## src/rtl/rv32i_types.sv

```systemverilog
// Shared RV32I types: load/store funct3 encodings and the memory unit state.
package rv32i_types;

  localparam logic [2:0] load_f3_lb  = 3'b000;
  localparam logic [2:0] load_f3_lh  = 3'b001;
  localparam logic [2:0] load_f3_lw  = 3'b010;
  localparam logic [2:0] load_f3_lbu = 3'b100;
  localparam logic [2:0] load_f3_lhu = 3'b101;

  localparam logic [2:0] store_f3_sb = 3'b000;
  localparam logic [2:0] store_f3_sh = 3'b001;
  localparam logic [2:0] store_f3_sw = 3'b010;

  typedef enum logic [1:0] {
    DMEM_IDLE,
    DMEM_REQ,
    DMEM_WAIT,
    DMEM_DRAIN
  } dmem_state_t;

endpackage

```

## src/rtl/dmem_unit_if.sv

```systemverilog
// Bundle of the issue, data-memory and writeback signals of the memory unit.
interface dmem_unit_if #(
  parameter int PHYS_WIDTH     = 6,
  parameter int ROB_ADDR_WIDTH = 5
);
  logic                      br_flush;
  logic                      req_valid;
  logic                      req_store;
  logic [2:0]                req_funct3;
  logic [31:0]               req_rs1_data;
  logic [31:0]               req_rs2_data;
  logic [31:0]               req_imm;
  logic [PHYS_WIDTH-1:0]     req_pd;
  logic [ROB_ADDR_WIDTH-1:0] req_rob_idx;
  logic                      stall_mem;

  logic [31:0]               dmem_addr;
  logic [3:0]                dmem_rmask;
  logic [3:0]                dmem_wmask;
  logic [31:0]               dmem_wdata;
  logic [31:0]               dmem_rdata;
  logic                      dmem_resp;

  logic                      cdb_valid;
  logic [PHYS_WIDTH-1:0]     cdb_pd;
  logic [ROB_ADDR_WIDTH-1:0] cdb_rob_idx;
  logic [31:0]               cdb_data;
  logic                      store_done;
  logic [ROB_ADDR_WIDTH-1:0] store_rob_idx;

  // master: queue + memory + ROB side; slave: the memory unit
  modport master (
    output br_flush, req_valid, req_store, req_funct3, req_rs1_data, req_rs2_data,
           req_imm, req_pd, req_rob_idx, dmem_rdata, dmem_resp,
    input  stall_mem, dmem_addr, dmem_rmask, dmem_wmask, dmem_wdata,
           cdb_valid, cdb_pd, cdb_rob_idx, cdb_data, store_done, store_rob_idx
  );

  modport slave (
    input  br_flush, req_valid, req_store, req_funct3, req_rs1_data, req_rs2_data,
           req_imm, req_pd, req_rob_idx, dmem_rdata, dmem_resp,
    output stall_mem, dmem_addr, dmem_rmask, dmem_wmask, dmem_wdata,
           cdb_valid, cdb_pd, cdb_rob_idx, cdb_data, store_done, store_rob_idx
  );
endinterface

```

## src/rtl/dmem_align.sv

```systemverilog
// Byte-lane logic: request masks, store lane placement, load extract and extend.
module dmem_align
  import rv32i_types::*;
(
  input  logic        is_store_i,
  input  logic [2:0]  funct3_i,
  input  logic [1:0]  ea_lo_i,
  input  logic [31:0] rs2_i,
  input  logic [31:0] rdata_i,
  output logic [3:0]  mask_o,
  output logic [31:0] wdata_o,
  output logic [31:0] ldata_o
);
  logic [31:0] shifted;

  always_comb begin
    mask_o  = '0;
    wdata_o = '0;
    shifted = rdata_i >> {ea_lo_i, 3'b000};
    ldata_o = shifted;
    if (is_store_i) begin
      case (funct3_i)
        store_f3_sb: begin
          mask_o  = 4'b0001 << ea_lo_i;
          wdata_o = {24'b0, rs2_i[7:0]} << {ea_lo_i, 3'b000};
        end
        store_f3_sh: begin
          mask_o  = 4'b0011 << {ea_lo_i[1], 1'b0};
          wdata_o = {16'b0, rs2_i[15:0]} << {ea_lo_i[1], 4'b0000};
        end
        store_f3_sw: begin
          mask_o  = 4'b1111;
          wdata_o = rs2_i;
        end
        default: ;
      endcase
    end else begin
      case (funct3_i)
        load_f3_lb: begin
          mask_o  = 4'b0001 << ea_lo_i;
          ldata_o = {{24{shifted[7]}}, shifted[7:0]};
        end
        load_f3_lbu: begin
          mask_o  = 4'b0001 << ea_lo_i;
          ldata_o = {24'b0, shifted[7:0]};
        end
        load_f3_lh: begin
          mask_o  = 4'b0011 << {ea_lo_i[1], 1'b0};
          ldata_o = {{16{shifted[15]}}, shifted[15:0]};
        end
        load_f3_lhu: begin
          mask_o  = 4'b0011 << {ea_lo_i[1], 1'b0};
          ldata_o = {16'b0, shifted[15:0]};
        end
        load_f3_lw: begin
          mask_o  = 4'b1111;
          ldata_o = rdata_i;
        end
        default: ;
      endcase
    end
  end
endmodule

```

## src/rtl/dmem_unit.sv

```systemverilog
// Memory functional unit: one load/store in flight, dmem handshake, CDB/ROB reporting.
module dmem_unit
  import rv32i_types::*;
#(
  parameter int PHYS_WIDTH     = 6,
  parameter int ROB_ADDR_WIDTH = 5
) (
  input logic        clk,
  input logic        rst,
  dmem_unit_if.slave bus
);
  dmem_state_t               state_q;
  logic                      store_q;
  logic [2:0]                funct3_q;
  logic [1:0]                ea_lo_q;
  logic [PHYS_WIDTH-1:0]     pd_q;
  logic [ROB_ADDR_WIDTH-1:0] rob_q;
  logic [31:0]               addr_q, wdata_q;
  logic [3:0]                rmask_q, wmask_q;
  logic                      cdb_valid_q, store_done_q;
  logic [PHYS_WIDTH-1:0]     cdb_pd_q;
  logic [ROB_ADDR_WIDTH-1:0] cdb_rob_q, store_rob_q;
  logic [31:0]               cdb_data_q;

  logic        idle;
  logic [31:0] ea_d;
  logic        sel_store;
  logic [2:0]  sel_f3;
  logic [1:0]  sel_ea;
  logic [3:0]  mask_d;
  logic [31:0] wdata_d, ldata_d;

  assign idle = (state_q == DMEM_IDLE);
  assign ea_d = bus.req_rs1_data + bus.req_imm;

  // One aligner serves both ends: the incoming packet while idle, the held one otherwise
  assign sel_store = idle ? bus.req_store  : store_q;
  assign sel_f3    = idle ? bus.req_funct3 : funct3_q;
  assign sel_ea    = idle ? ea_d[1:0]      : ea_lo_q;

  dmem_align u_align (
    .is_store_i (sel_store),
    .funct3_i   (sel_f3),
    .ea_lo_i    (sel_ea),
    .rs2_i      (bus.req_rs2_data),
    .rdata_i    (bus.dmem_rdata),
    .mask_o     (mask_d),
    .wdata_o    (wdata_d),
    .ldata_o    (ldata_d)
  );

  always_ff @(posedge clk) begin
    if (rst) begin
      state_q      <= DMEM_IDLE;
      store_q      <= 1'b0;
      funct3_q     <= '0;
      ea_lo_q      <= '0;
      pd_q         <= '0;
      rob_q        <= '0;
      addr_q       <= '0;
      wdata_q      <= '0;
      rmask_q      <= '0;
      wmask_q      <= '0;
      cdb_valid_q  <= 1'b0;
      cdb_pd_q     <= '0;
      cdb_rob_q    <= '0;
      cdb_data_q   <= '0;
      store_done_q <= 1'b0;
      store_rob_q  <= '0;
    end else begin
      cdb_valid_q  <= 1'b0;
      store_done_q <= 1'b0;
      case (state_q)
        DMEM_IDLE: begin
          if (bus.req_valid && !bus.br_flush) begin
            store_q  <= bus.req_store;
            funct3_q <= bus.req_funct3;
            ea_lo_q  <= ea_d[1:0];
            pd_q     <= bus.req_pd;
            rob_q    <= bus.req_rob_idx;
            addr_q   <= {ea_d[31:2], 2'b00};
            rmask_q  <= bus.req_store ? 4'b0000 : mask_d;
            wmask_q  <= bus.req_store ? mask_d : 4'b0000;
            wdata_q  <= wdata_d;
            state_q  <= DMEM_REQ;
          end
        end
        DMEM_REQ: begin
          rmask_q <= '0;
          wmask_q <= '0;
          state_q <= (bus.br_flush && !store_q) ? DMEM_DRAIN : DMEM_WAIT;
        end
        DMEM_WAIT: begin
          if (bus.dmem_resp) begin
            state_q <= DMEM_IDLE;
            if (store_q) begin
              store_done_q <= 1'b1;
              store_rob_q  <= rob_q;
            end else if (!bus.br_flush) begin
              cdb_valid_q <= 1'b1;
              cdb_pd_q    <= pd_q;
              cdb_rob_q   <= rob_q;
              cdb_data_q  <= (pd_q == '0) ? 32'd0 : ldata_d;
            end
          end else if (bus.br_flush && !store_q) begin
            state_q <= DMEM_DRAIN;
          end
        end
        DMEM_DRAIN: begin
          // the squashed load's response is absorbed here and dropped
          if (bus.dmem_resp) state_q <= DMEM_IDLE;
        end
        default: state_q <= DMEM_IDLE;
      endcase
    end
  end

  assign bus.stall_mem     = !idle;
  assign bus.dmem_addr     = addr_q;
  assign bus.dmem_rmask    = rmask_q;
  assign bus.dmem_wmask    = wmask_q;
  assign bus.dmem_wdata    = wdata_q;
  assign bus.cdb_valid     = cdb_valid_q;
  assign bus.cdb_pd        = cdb_pd_q;
  assign bus.cdb_rob_idx   = cdb_rob_q;
  assign bus.cdb_data      = cdb_data_q;
  assign bus.store_done    = store_done_q;
  assign bus.store_rob_idx = store_rob_q;
endmodule

```

## src/flat_wrapper.sv

```systemverilog
// flat-port wrapper written by rule: the top's interface ports become plain ports
module dmem_unit_flat import rv32i_types::*;
#(
  parameter int PHYS_WIDTH     = 6,
  parameter int ROB_ADDR_WIDTH = 5
)
  (clk, rst, bus_br_flush, bus_req_valid, bus_req_store, bus_req_funct3, bus_req_rs1_data, bus_req_rs2_data, bus_req_imm, bus_req_pd, bus_req_rob_idx, bus_dmem_rdata, bus_dmem_resp, bus_stall_mem, bus_dmem_addr, bus_dmem_rmask, bus_dmem_wmask, bus_dmem_wdata, bus_cdb_valid, bus_cdb_pd, bus_cdb_rob_idx, bus_cdb_data, bus_store_done, bus_store_rob_idx);
  dmem_unit_if #(.PHYS_WIDTH(PHYS_WIDTH), .ROB_ADDR_WIDTH(ROB_ADDR_WIDTH)) bus_i ();
  input logic clk;
  input logic rst;
  input wire logic [$bits(bus_i.br_flush)-1:0] bus_br_flush;
  input wire logic [$bits(bus_i.req_valid)-1:0] bus_req_valid;
  input wire logic [$bits(bus_i.req_store)-1:0] bus_req_store;
  input wire logic [$bits(bus_i.req_funct3)-1:0] bus_req_funct3;
  input wire logic [$bits(bus_i.req_rs1_data)-1:0] bus_req_rs1_data;
  input wire logic [$bits(bus_i.req_rs2_data)-1:0] bus_req_rs2_data;
  input wire logic [$bits(bus_i.req_imm)-1:0] bus_req_imm;
  input wire logic [$bits(bus_i.req_pd)-1:0] bus_req_pd;
  input wire logic [$bits(bus_i.req_rob_idx)-1:0] bus_req_rob_idx;
  input wire logic [$bits(bus_i.dmem_rdata)-1:0] bus_dmem_rdata;
  input wire logic [$bits(bus_i.dmem_resp)-1:0] bus_dmem_resp;
  output wire logic [$bits(bus_i.stall_mem)-1:0] bus_stall_mem;
  output wire logic [$bits(bus_i.dmem_addr)-1:0] bus_dmem_addr;
  output wire logic [$bits(bus_i.dmem_rmask)-1:0] bus_dmem_rmask;
  output wire logic [$bits(bus_i.dmem_wmask)-1:0] bus_dmem_wmask;
  output wire logic [$bits(bus_i.dmem_wdata)-1:0] bus_dmem_wdata;
  output wire logic [$bits(bus_i.cdb_valid)-1:0] bus_cdb_valid;
  output wire logic [$bits(bus_i.cdb_pd)-1:0] bus_cdb_pd;
  output wire logic [$bits(bus_i.cdb_rob_idx)-1:0] bus_cdb_rob_idx;
  output wire logic [$bits(bus_i.cdb_data)-1:0] bus_cdb_data;
  output wire logic [$bits(bus_i.store_done)-1:0] bus_store_done;
  output wire logic [$bits(bus_i.store_rob_idx)-1:0] bus_store_rob_idx;
  assign bus_i.br_flush = bus_br_flush;
  assign bus_i.req_valid = bus_req_valid;
  assign bus_i.req_store = bus_req_store;
  assign bus_i.req_funct3 = bus_req_funct3;
  assign bus_i.req_rs1_data = bus_req_rs1_data;
  assign bus_i.req_rs2_data = bus_req_rs2_data;
  assign bus_i.req_imm = bus_req_imm;
  assign bus_i.req_pd = bus_req_pd;
  assign bus_i.req_rob_idx = bus_req_rob_idx;
  assign bus_i.dmem_rdata = bus_dmem_rdata;
  assign bus_i.dmem_resp = bus_dmem_resp;
  assign bus_stall_mem = bus_i.stall_mem;
  assign bus_dmem_addr = bus_i.dmem_addr;
  assign bus_dmem_rmask = bus_i.dmem_rmask;
  assign bus_dmem_wmask = bus_i.dmem_wmask;
  assign bus_dmem_wdata = bus_i.dmem_wdata;
  assign bus_cdb_valid = bus_i.cdb_valid;
  assign bus_cdb_pd = bus_i.cdb_pd;
  assign bus_cdb_rob_idx = bus_i.cdb_rob_idx;
  assign bus_cdb_data = bus_i.cdb_data;
  assign bus_store_done = bus_i.store_done;
  assign bus_store_rob_idx = bus_i.store_rob_idx;
  dmem_unit #(.PHYS_WIDTH(PHYS_WIDTH), .ROB_ADDR_WIDTH(ROB_ADDR_WIDTH)) u_core (.clk(clk), .rst(rst), .bus(bus_i));
endmodule
```

## config.mk

```make
export PLATFORM = sky130hd
export DESIGN_NAME = dmem_unit_flat
export DESIGN_NICKNAME = d
export VERILOG_FILES = /design/src/rtl/rv32i_types.sv /design/src/rtl/dmem_unit_if.sv /design/src/rtl/dmem_align.sv /design/src/rtl/dmem_unit.sv /design/src/flat_wrapper.sv
export SDC_FILE = /design/constraint.sdc
export NUM_CORES = 1
export LEC_CHECK = 0
export CORE_ASPECT_RATIO = 0.6
export CORE_MARGIN = 5
export CORE_UTILIZATION = 46
export DETAILED_ROUTE_END_ITERATION = 7
export MAX_ROUTING_LAYER = met4
export PLACE_DENSITY = 0.82
export SETUP_SLACK_MARGIN = 0.1
export SYNTH_ARGS = -nofsm -noshare
export SYNTH_HDL_FRONTEND = slang
export SYNTH_SLANG_ARGS = --single-unit
```

## constraint.sdc

```tcl
create_clock -name clk -period 4.2 [get_ports clk]
set_input_delay 1.26 -clock clk [delete_from_list [all_inputs] [get_ports clk]]
set_output_delay 1.26 -clock clk [all_outputs]
set_load 0.01 [all_outputs]
```

==> summary.log, run 1 <==
[status] status finished clean
[hold_path] launch point of the worst hold path u_core.bus.cdb_data[2]
[clock_network] maximum level of the CTS H-tree 4
[clock_network] CTS root buffer clkbuf_16
[detailed_routing] post-detailed-route wirelength per cell 19.2 µm
[floorplan] number of standard-cell rows in the floorplan 36
[synth] number of synthesized register bits 139
[global_routing] vias in the first global route 7978
[power] part of the total power dissipated in sequential elements 35.2%
[power] proportion of total power due to net switching 33.2%
[sta] setup repair after global routing missed its margin false
[sta] max-slew violation count 0
[clock_network] latest clock arrival within the worst-skew pair 0.42 ns
[synth] combined area of all synthesized cells 0.00770 mm²
[critical_path] capturing element type of the critical path flop
[critical_path] arrival time at the worst endpoint 4.08 ns
[power] clock share of power 37.0%
[finish] Non-Filler Cell Area, Final 0.0112 mm²
[finish] area taken by multi-input logic gates 0.00464 mm²
[synth] sequential share of the synthesized area 36.2%
[critical_path] nature of the critical path startpoint input port
[synth] EDFF count, synth 0
[detailed_routing] Routed WL 28700 µm
[clock_network] clock net sink count 139
[power] maximum ir drop on the vdd rail 0.260 mV
[finish] antenna diode count 0
[synth] Netlist cell types 69
[critical_path] required time reported for the critical path endpoint 4.47 ns
[power] portion of total power attributed to combinational logic 27.7%
[critical_path] cells along the critical path clkdlybuf4s50_1, ha_1, fa_1, a211oi_1, o21bai_1, a211o_1, a31oi_1, buf_4, o21ai_0, a21oi_1, xor2_1, o31ai_1
[place] standard cell area after detailed placement 0.0107 mm²
[clock_network] Clock Pin Slew Worst Setup and Hold Paths 0.06 ns
[synth] mean instance size in the synthesized netlist 7.71 µm²
[synth] flip-flop cell with the highest count after synthesis dfxtp_1
[critical_path] Critical R2R Capture u_core.bus.cdb_data[31]
[detailed_routing] remaining design rule violation count 0
[global_routing] GR Overflow Total 0
[sta] Max Fclk 263 MHz
[sta] Total Neg Setup Slack 0 ns
[floorplan] starting density of the core 47.2%
[sta] max-slew headroom at the worst pin 41.4%
[global_routing] largest net degree at the start of global routing 85
[sta] Final Hold Vio Count 0
[global_routing] global-route wire length before repair 43700 µm
[hold_path] class of the tightest hold or removal check reg2reg
[detailed_routing] total number of vias 8699
[critical_path] standard cell with the maximum stage delay on the critical path clkdlybuf4s50_1
[critical_path] register-to-register path setup slack 1.40 ns
[global_routing] All-Layer GR Usage 29.1%
[synth] YS warnings 0
[floorplan] vertical die dimension 110 µm
[clock_network] post-CTS resize count 0
[power] internal power 2.64 mW
[detailed_routing] count of TritonRoute iterations in the first routing pass 8
[detailed_routing] vias per cell 5.81
[floorplan] I/O pin total 271
[detailed_routing] final antenna-violating net count 0
[floorplan] Horiz. Die Dim 177 µm
[critical_path] Setup Crit Path Kind in2reg
[synth] proportion of register bits with asynchronous set or reset after synthesis 0%
[power] total leakage power 4.16 nW
[clock_network] buffers inserted by post-CTS timing repair 0
[clock_network] maximum clock insertion buffer count 2
[floorplan] total die area 0.0195 mm²
[clock_network] TritonCTS clock tree done
[floorplan] Core Box Area 0.0163 mm²
[detailed_routing] wire length on met1 13200 µm
[power] switching power total 1.31 mW
[detailed_routing] met2 wire length 11500 µm
[detailed_routing] count of routing violations after the opening detailed-route iteration 1015
[finish] share of post-route cells with drive strength above 1 7.33%
[critical_path] biggest fanout along the worst timing path 5
[hold_path] hold-critical path endpoint u_core.bus.cdb_data[2]
[place] placer congestion estimate 0.975
[critical_path] stage delay of the slowest cell on the critical path 0.41 ns
[detailed_routing] uppermost routed layer met4
[finish] sequential cell area 0.00278 mm²
[critical_path] cell depth of the worst flop-to-flop path 8
[finish] fill cell instance count of the final layout 1377
[critical_path] reg-to-reg critical path startpoint u_core.state_q[0]
[finish] synthesis-to-layout area growth 46.2%
[hold_path] hold path depth 2
[finish] net count reported at finish 1436
[place] Port-buffer cells 268
[synth] synthesized instance count 998
[sta] Final Setup Violations 0
[sta] minimum period implied by the final worst setup slack 3.81 ns
[clock_network] hold-fix buffers at CTS 0
[sta] share of the clock period used by the worst path after layout 90.6%
[sta] worst slew pin tran 0.880 ns
[clock_network] CTS Buf Count 17
[place] HPWL after DPL 21800 µm
[detailed_routing] routed wl met3 3400 µm
[global_routing] initial antenna violation count 0
[sta] final worst clock skew 0.0152 ns
[run] Max Cap Violations 0
[power] total power per unit cell area 351 mW/mm²
[through the flow]
step | total power [mW] | cells | setup WS, ns | hold WS (ns) | util (%)
after detailed placement | 2.49 | 1465 | 0.0474 | 0.446 | 65.5
after floorplan | 2.04 | 999 | 0.582 | 0.444 | -
final | 3.95 | 1497 | 0.393 | 0.452 | 69.0
after CTS | 3.95 | 1497 | 0.457 | 0.455 | 69.0
after global routing | 4.13 | 1497 | 0.175 | 0.468 | 69.0
after global placement | 2.48 | 1465 | 0.117 | 0.439 | 65.5
[synthesized netlist by cell type, types with 4 or more instances]
cell type / number / area (µm²)
a31oi_1: 11 / 68.8
and3_1: 4 / 25.0
mux2i_1: 12 / 120
nor3_1: 12 / 60.1
o21ai_1: 8 / 40.0
o22ai_1: 8 / 50.1
or4_1: 4 / 30.0
o21bai_1: 4 / 30.0
o31ai_1: 5 / 37.5
and2_1: 5 / 31.3
nor4_1: 4 / 25.0
xor2_1: 8 / 70.1
nand3_1: 11 / 55.1
a222oi_1: 8 / 80.1
buf_2: 4 / 20.0
xnor2_1: 10 / 87.6
o22a_1: 7 / 61.3
o221ai_1: 7 / 61.3
a21oi_2: 8 / 70.1
nand4_1: 4 / 25.0
clkbuf_1: 54 / 203
a22oi_1: 40 / 300
nor2_1: 107 / 402
o21ai_0: 26 / 130
a21oi_1: 149 / 746
nand3b_1: 21 / 158
inv_1: 9 / 33.8
o21a_1: 4 / 30.0
a21o_1: 20 / 150
dfxtp_1: 139 / 2780
ha_1: 31 / 388
a211oi_1: 9 / 67.6
o211ai_1: 5 / 37.5
nand2_1: 184 / 691
[cells by family after synthesis]
logic type	after synthesis	share of synthesized area (%)
fa+ha+maj	32	5.30
xor+xnor	18	2.05
compound gates	340	28.1
buf+inv	72	3.69
other cells	1	0.0487
simple gates	377	21.8
flops	139	36.2
mux	19	2.89
[per-layer routing]
layer  up-vias  track usage [%]
met5         -                -
met4         0             7.45
met3        46             8.76
met2       507             40.0
met1      4028             41.7
li1       4118                -
[state kept, by name, summed over array words and instances (netlist names), 5 cells and up]
register / flops
u_core.bus.cdb_data: 32
u_core.bus.cdb_pd: 6
u_core.bus.cdb_rob_idx: 5
u_core.bus.dmem_addr: 30
u_core.bus.dmem_wdata: 32
u_core.bus.store_rob_idx: 5
u_core.pd_q: 6
u_core.rob_q: 5
[how the worst max path moves through the flow]
stage / start / end / depth (start not counted) / slack [ns]
2_1_floorplan: bus_req_imm[0] / u_core.bus.dmem_addr[26] / 10 / 0.58
5_1_grt: bus_req_imm[10] / u_core.bus.dmem_addr[29] / 10 / 0.17
6_report: bus_req_rs1_data[0] / u_core.bus.dmem_addr[26] / 12 / 0.39
3_5_place_dp: bus_req_imm[0] / u_core.bus.cdb_data[31] / 10 / 0.05
3_3_place_gp: bus_req_imm[0] / u_core.bus.dmem_addr[26] / 12 / 0.12
4_1_cts: bus_req_imm[0] / u_core.bus.dmem_addr[26] / 12 / 0.46
[area by class of cell]
class	instances	share of cell area (%)
multi-input combinational	788	41.3
timing repair buffer	301	26.1
sequential	139	24.7
clock buffer	18	3.90
tap	228	2.54
clock inverter	14	1.12
inverter	9	0.300
[power by group through the flow]
stage	combinational, mW	clock [mW]	sequential (mW)
after floorplan	0.610	0	1.43
after global placement	1.06	0	1.42
after detailed placement	1.07	0	1.42
after CTS	1.07	1.48	1.39
after global routing	1.18	1.55	1.40
final	1.10	1.46	1.39
[worst max-delay path, delay by kind of cell]
kind | cells | cell delay, ns
AO/OA/AOI/OAI | 7 | 1.43
XOR/XNOR | 1 | 0.17
adder cells (fa/ha/maj) | 2 | 0.62
buffers and inverters | 2 | 0.59
[cells in the final DEF, fill, tap and decap left out, drive strengths merged, types with 8 or more instances in the layout]
master and count:
a211oi 9, a21o 20, a21oi 159, a222oi 8, a22oi 40, a31oi 11, buf 34, clkbuf 18
clkdlybuf4s50 267, dfxtp 139, ha 31, inv 18, mux2i 14, nand2 184, nand3 11, nand3b 21
nor2 110, nor3 12, o21ai 34, o22ai 8, xnor2 10, xor2 8
Power figures use the tool's default switching activity.
==> run 2: changes to the inputs <==
- CORE_UTILIZATION: 46 -> 41
- PLACE_DENSITY: 0.82 -> 0.77
- clock period: 4.2 -> 3.5 ns (I/O delays scaled with it)
==> run 2 against run 1 <==
Compared with the run above:
- combinational power up 32%
- design area rose by 4.8%
- hold slack about the same
- largest cell class unchanged
- highest routed layer unchanged
==> summary.log, run 2 (synthesis gave the netlist of run 1 again) <==
[status] status finished clean
[global_routing] All-Layer GR Usage 27.4%
[place] placer congestion estimate 0.994
[power] total leakage power 4.47 nW
[critical_path] arrival time at the worst endpoint 3.69 ns
[sta] worst slew pin tran 1.08 ns
[global_routing] global-route wire length before repair 46300 µm
[power] total power per unit cell area 411 mW/mm²
[clock_network] maximum clock insertion buffer count 2
[finish] fill cell instance count of the final layout 1591
[floorplan] total die area 0.0217 mm²
[detailed_routing] count of routing violations after the opening detailed-route iteration 811
[clock_network] TritonCTS clock tree done
[sta] post-layout worst setup margin 0.119 ns
[critical_path] crit path buf inv count 1
[critical_path] nature of the critical path startpoint input port
[floorplan] number of standard-cell rows in the floorplan 38
[sta] Final Hold Vio Count 0
[power] portion of total power attributed to combinational logic 29.9%
[power] proportion of total power due to net switching 33.2%
[run] Max Cap Violations 0
[power] clock share of power 35.5%
[sta] max-slew headroom at the worst pin 27.9%
[finish] Non-Filler Cell Area, Final 0.0118 mm²
[hold_path] class of the tightest hold or removal check reg2reg
[finish] synthesis-to-layout area growth 53.2%
[floorplan] Horiz. Die Dim 187 µm
[power] part of the total power dissipated in sequential elements 34.5%
[finish] share of post-route cells with drive strength above 1 12.7%
[detailed_routing] Routed WL 30000 µm
[floorplan] Core Box Area 0.0183 mm²
[clock_network] CTS root buffer clkbuf_16
[finish] commonest non-fill, non-tap cells in the layout clkdlybuf4s50_1, nand2_1, a21oi_1
[critical_path] cells along the critical path clkdlybuf4s50_1, ha_1, a21oi_1, o211ai_1, a221oi_1, o22ai_1, o41ai_2, xor2_1, a211oi_1
[place] HPWL after DPL 22600 µm
[critical_path] capturing element type of the critical path flop
[global_routing] GR Overflow Total 0
[detailed_routing] total number of vias 8834
[detailed_routing] post-detailed-route wirelength per cell 19.1 µm
[finish] final cell count without fillers 1568
[sta] setup repair after global routing missed its margin true
[critical_path] standard cell with the maximum stage delay on the critical path clkdlybuf4s50_1
[detailed_routing] final antenna-violating net count 0
[finish] fraction of the core area covered by cells at the end of the flow 64.6%
[finish] antenna diode count 0
[sta] Final Setup Violations 0
[place] Port-buffer cells 268
[detailed_routing] vias per cell 5.63
[place] placed cell count 1534
[critical_path] Top delay family on crit path compound AO/OA/AOI/OAI gates
[clock_network] hold-fix buffers at CTS 0
[power] maximum ir drop on the vdd rail 0.320 mV
[finish] net count reported at finish 1495
[detailed_routing] remaining design rule violation count 0
[finish] most common cell after layout, fill and taps aside clkdlybuf4s50_1
[detailed_routing] count of TritonRoute iterations in the first routing pass 5
[critical_path] Setup Crit Path Kind in2reg
[power] switching power total 1.61 mW
[clock_network] latest clock arrival within the worst-skew pair 0.42 ns
[place] standard cell area after detailed placement 0.0111 mm²
[clock_network] CTS Buf Count 17
[sta] Max Fclk 296 MHz
[sta] max-slew violation count 0
[global_routing] initial antenna violation count 0
[sta] final worst clock skew 0.00970 ns
[clock_network] Clock Pin Slew Worst Setup and Hold Paths 0.07 ns
[sta] share of the clock period used by the worst path after layout 96.6%
[floorplan] starting density of the core 42.2%
[clock_network] maximum level of the CTS H-tree 4
[floorplan] I/O pin total 271
[sta] minimum period implied by the final worst setup slack 3.38 ns
[critical_path] stage delay of the slowest cell on the critical path 0.40 ns
[power] internal power 3.23 mW
[floorplan] vertical die dimension 116 µm
[critical_path] biggest fanout along the worst timing path 3
[global_routing] vias in the first global route 8341
[place] Post-Place Setup Slack -0.366 ns
[critical_path] required time reported for the critical path endpoint 3.81 ns
[clock_network] clock net sink count 139
[sta] Total Neg Setup Slack 0 ns
[global_routing] largest net degree at the start of global routing 102
## run 2: worst reg2reg max path, stage by stage (launching register included)
cell	delay, ns
dfxtp_1	0.39
nor2_4	0.40
inv_1	0.20
a21oi_4	0.35
nand2_1	0.12
nand2_1	0.32
buf_4	0.30
a21oi_1	0.07
a31oi_1	0.25
o21ai_1	0.09
## run 2: layer usage
| metal | GRT usage (%) | share of wire, % | wire length, µm | vias to the layer above |
|---|---|---|---|---|
| met5 | - | 0 | 0 | - |
| li1 | - | - | - | 4233 |
| met2 | 39.2 | 42 | 12700 | 454 |
| met1 | 38.4 | 46 | 13800 | 4125 |
| met3 | 8.75 | 11 | 3190 | 22 |
| met4 | 4.87 | 0.93 | 278 | 0 |
## run 2: timing repair
action / 4_1_cts / 5_1_grt
resized for setup: 4 / 18
pin swaps: 0 / 6
endpoints found under the setup margin: 6 / 47
buffers inserted: 0 / 2
gates cloned: 0 / 0
hold endpoints to repair: 0 / 0
## run 2: power groups by stage
| stage | registers, mW | clock network (mW) | logic [mW] |
|---|---|---|---|
| global placement | 1.71 | 0 | 1.36 |
| global route | 1.68 | 1.83 | 1.56 |
| floorplan | 1.72 | 0 | 0.733 |
| finish | 1.67 | 1.72 | 1.45 |
| detailed placement | 1.71 | 0 | 1.37 |
| CTS | 1.67 | 1.75 | 1.38 |
## run 2: cell type report
| class | count | area (µm²) | share of cell area [%] |
|---|---|---|---|
| Clock buffer | 17 | 425 | 3.61 |
| Clock inverter | 15 | 129 | 1.09 |
| Inverter | 9 | 33.8 | 0.286 |
| Multi-Input combinational cell | 788 | 4740 | 40.2 |
| Sequential cell | 139 | 2780 | 23.6 |
| Tap cell | 240 | 300 | 2.55 |
| Timing Repair Buffer | 360 | 3380 | 28.6 |
## run 2: path summary, 6_finish.rpt
check	startpoint	to	slack, ns	cells after the start
max	bus_req_imm[18]	u_core.bus.dmem_addr[29]	0.12	9
max reg2reg	u_core.state_q[0]	u_core.bus.cdb_data[19]	0.89	9
min	u_core.bus.dmem_addr[12]	u_core.bus.dmem_addr[12]	0.45	2
min reg2reg	u_core.bus.dmem_addr[12]	u_core.bus.dmem_addr[12]	0.45	2
## run 2: stage by stage
stage | power, mW | hold slack (ns)
4_1_cts | 4.80 | 0.452
5_1_grt | 5.07 | 0.472
3_3_place_gp | 3.06 | 0.438
2_1_floorplan | 2.45 | 0.444
6_report | 4.84 | 0.452
3_5_place_dp | 3.08 | 0.442
==> run 3: changes to the inputs <==
- CORE_UTILIZATION: 41 -> 35
- PLACE_DENSITY: 0.77 -> 0.67
==> run 3 against run 2 <==
Compared with the run above:
- largest power group unchanged
- non-clock buffer count rose by 9
- cell count rose by 3.5%
- die area rose by 16%
- maximum frequency rose by 2.0%
- critical endpoint is now u_core.bus.cdb_data[22]
- largest cell class unchanged
- the flow now finishes with violations (design-rule violations)
- clock-buffer cell count rose by 3
==> summary.log, run 3 (synthesis gave the netlist of run 1 again) <==
[status] status complete, but fails checks
[status] violated checks design-rule violations
[finish] antenna diode count 0
[critical_path] nature of the critical path startpoint input port
[critical_path] Setup Crit Path Kind in2reg
[clock_network] CTS root buffer clkbuf_16
[place] Port-buffer cells 268
[critical_path] standard cell with the maximum stage delay on the critical path fa_2
[floorplan] total die area 0.0252 mm²
[clock_network] maximum clock insertion buffer count 2
[sta] max-slew violation count 0
[global_routing] vias in the first global route 8185
[clock_network] clock net sink count 139
[finish] final cell count without fillers 1623
[sta] setup repair after global routing missed its margin true
[power] maximum ir drop on the vdd rail 0.354 mV
[global_routing] largest net degree at the start of global routing 69
[sta] share of the clock period used by the worst path after layout 94.8%
[critical_path] required time reported for the critical path endpoint 3.81 ns
[detailed_routing] vias per cell 5.29
[sta] Max Fclk 302 MHz
[detailed_routing] total number of vias 8585
[finish] fill cell instance count of the final layout 2027
[floorplan] I/O pin total 271
[place] placed cell count 1588
[detailed_routing] Routed WL 29900 µm
[detailed_routing] count of routing violations after the opening detailed-route iteration 844
[finish] net count reported at finish 1504
[sta] Final Hold Vio Count 0
[floorplan] Core Box Area 0.0219 mm²
[global_routing] All-Layer GR Usage 23.6%
[clock_network] TritonCTS clock tree done
[critical_path] cells along the critical path clkdlybuf4s50_1, ha_2, fa_2, mux2_4, mux2i_1, o2bb2ai_2, a21oi_4, buf_6, a21oi_1, a31oi_1, o21ai_1
[finish] area taken by multi-input logic gates 0.00471 mm²
[place] placer congestion estimate 0.959
[place] HPWL after DPL 22900 µm
[floorplan] number of standard-cell rows in the floorplan 42
[floorplan] Horiz. Die Dim 201 µm
[finish] sequential cell area 0.00278 mm²
[sta] worst slew pin tran 0.728 ns
[critical_path] stage delay of the slowest cell on the critical path 0.65 ns
[critical_path] arrival time at the worst endpoint 3.62 ns
[sta] Final Setup Violations 0
[global_routing] GR Overflow Total 0
[sta] final hold slack 0.452 ns
[critical_path] biggest fanout along the worst timing path 9
[finish] share of post-route cells with drive strength above 1 12.9%
[hold_path] class of the tightest hold or removal check reg2reg
[power] total leakage power 4.52 nW
[detailed_routing] final antenna-violating net count 0
[sta] final worst clock skew 0.00816 ns
[detailed_routing] count of TritonRoute iterations in the first routing pass 8
[clock_network] CTS Buf Count 17
[clock_network] maximum level of the CTS H-tree 4
[finish] commonest non-fill, non-tap cells in the layout clkdlybuf4s50_1, nand2_1, a21oi_1
[global_routing] initial antenna violation count 0
[power] total power per unit cell area 409 mW/mm²
[detailed_routing] post-detailed-route wirelength per cell 18.4 µm
[floorplan] starting density of the core 35.2%
[clock_network] latest clock arrival within the worst-skew pair 0.43 ns
[finish] synthesis-to-layout area growth 55.0%
[sta] minimum period implied by the final worst setup slack 3.32 ns
[detailed_routing] remaining design rule violation count 2
[global_routing] global-route wire length before repair 46500 µm
[run] Max Cap Violations 0
[clock_network] hold-fix buffers at CTS 0
[sta] max-slew headroom at the worst pin 51.3%
[floorplan] vertical die dimension 125 µm
[critical_path] capturing element type of the critical path flop
[finish] most common cell after layout, fill and taps aside clkdlybuf4s50_1
[clock_network] Clock Pin Slew Worst Setup and Hold Paths 0.07 ns
[run 3: cell count changes in the layout (fill, tap and decap cells not counted), sizes merged]
cell	delta
buf	+9
inv	-2
clkinvlp	-1
clkbuf	+3
[run 3: per-stage QoR]
stage / setup slack, ns / power (mW) / utilization [%] / setup TNS [ns] / cell area [µm²]
floorplan: 0.155 / 2.45 / - / 0 / 7710
global placement: -0.325 / 3.10 / 51.6 / -13.51 / 11300
detailed placement: -0.415 / 3.11 / 51.6 / -17.89 / 11300
CTS: 0.112 / 4.88 / 54.2 / 0 / 11800
global route: 0.0618 / 5.13 / 54.6 / 0 / 11900
finish: 0.184 / 4.88 / 54.6 / 0 / 11900
[run 3: worst paths after layout]
check	cells past startpoint	end	slack (ns)	startpoint
setup / recovery	11	u_core.bus.cdb_data[22]	0.18	bus_req_imm[0]
setup reg to reg	8	u_core.bus.dmem_wdata[24]	0.89	u_core.state_q[0]
hold reg to reg	2	u_core.bus.cdb_data[6]	0.45	u_core.bus.cdb_data[6]
hold / removal	2	u_core.bus.cdb_data[6]	0.45	u_core.bus.cdb_data[6]
[run 3: layout make-up]
| type | count | area share [%] |
|---|---|---|
| clock buffers | 20 | 3.91 |
| clock inverters | 12 | 0.850 |
| inverters | 9 | 0.283 |
| multi-input cells | 788 | 39.5 |
| flip-flops and latches | 139 | 23.3 |
| well taps | 286 | 3.00 |
| repair buffers | 369 | 29.1 |
[run 3: where the power goes]
group          switching [mW]  internal (mW)  total [mW]
sequential             0.0362           1.64        1.67
combinational           0.767          0.690        1.46
clock                   0.772          0.981        1.75
[run 3: routing by layer]
layer	track usage (%)	vias up	routed length, µm
li1	-	4257	-
met1	34.4	3890	14600
met2	31.8	408	12100
met3	7.36	30	2930
met4	4.98	0	348
met5	-	-	0
[run 3: worst max-delay path, delay by kind of cell]
kind | cells | cell delay (ns)
multiplexers | 2 | 0.46
buffers and inverters | 2 | 0.57
AO/OA/AOI/OAI | 5 | 0.67
adder cells (fa/ha/maj) | 2 | 0.86
[run 3: repair_timing]
item                                    CTS  global route
pin swaps                                 1             8
gates cloned                              0             0
setup buffers                             0             3
gates resized for setup                   2            16
endpoints found under the setup margin   13            52
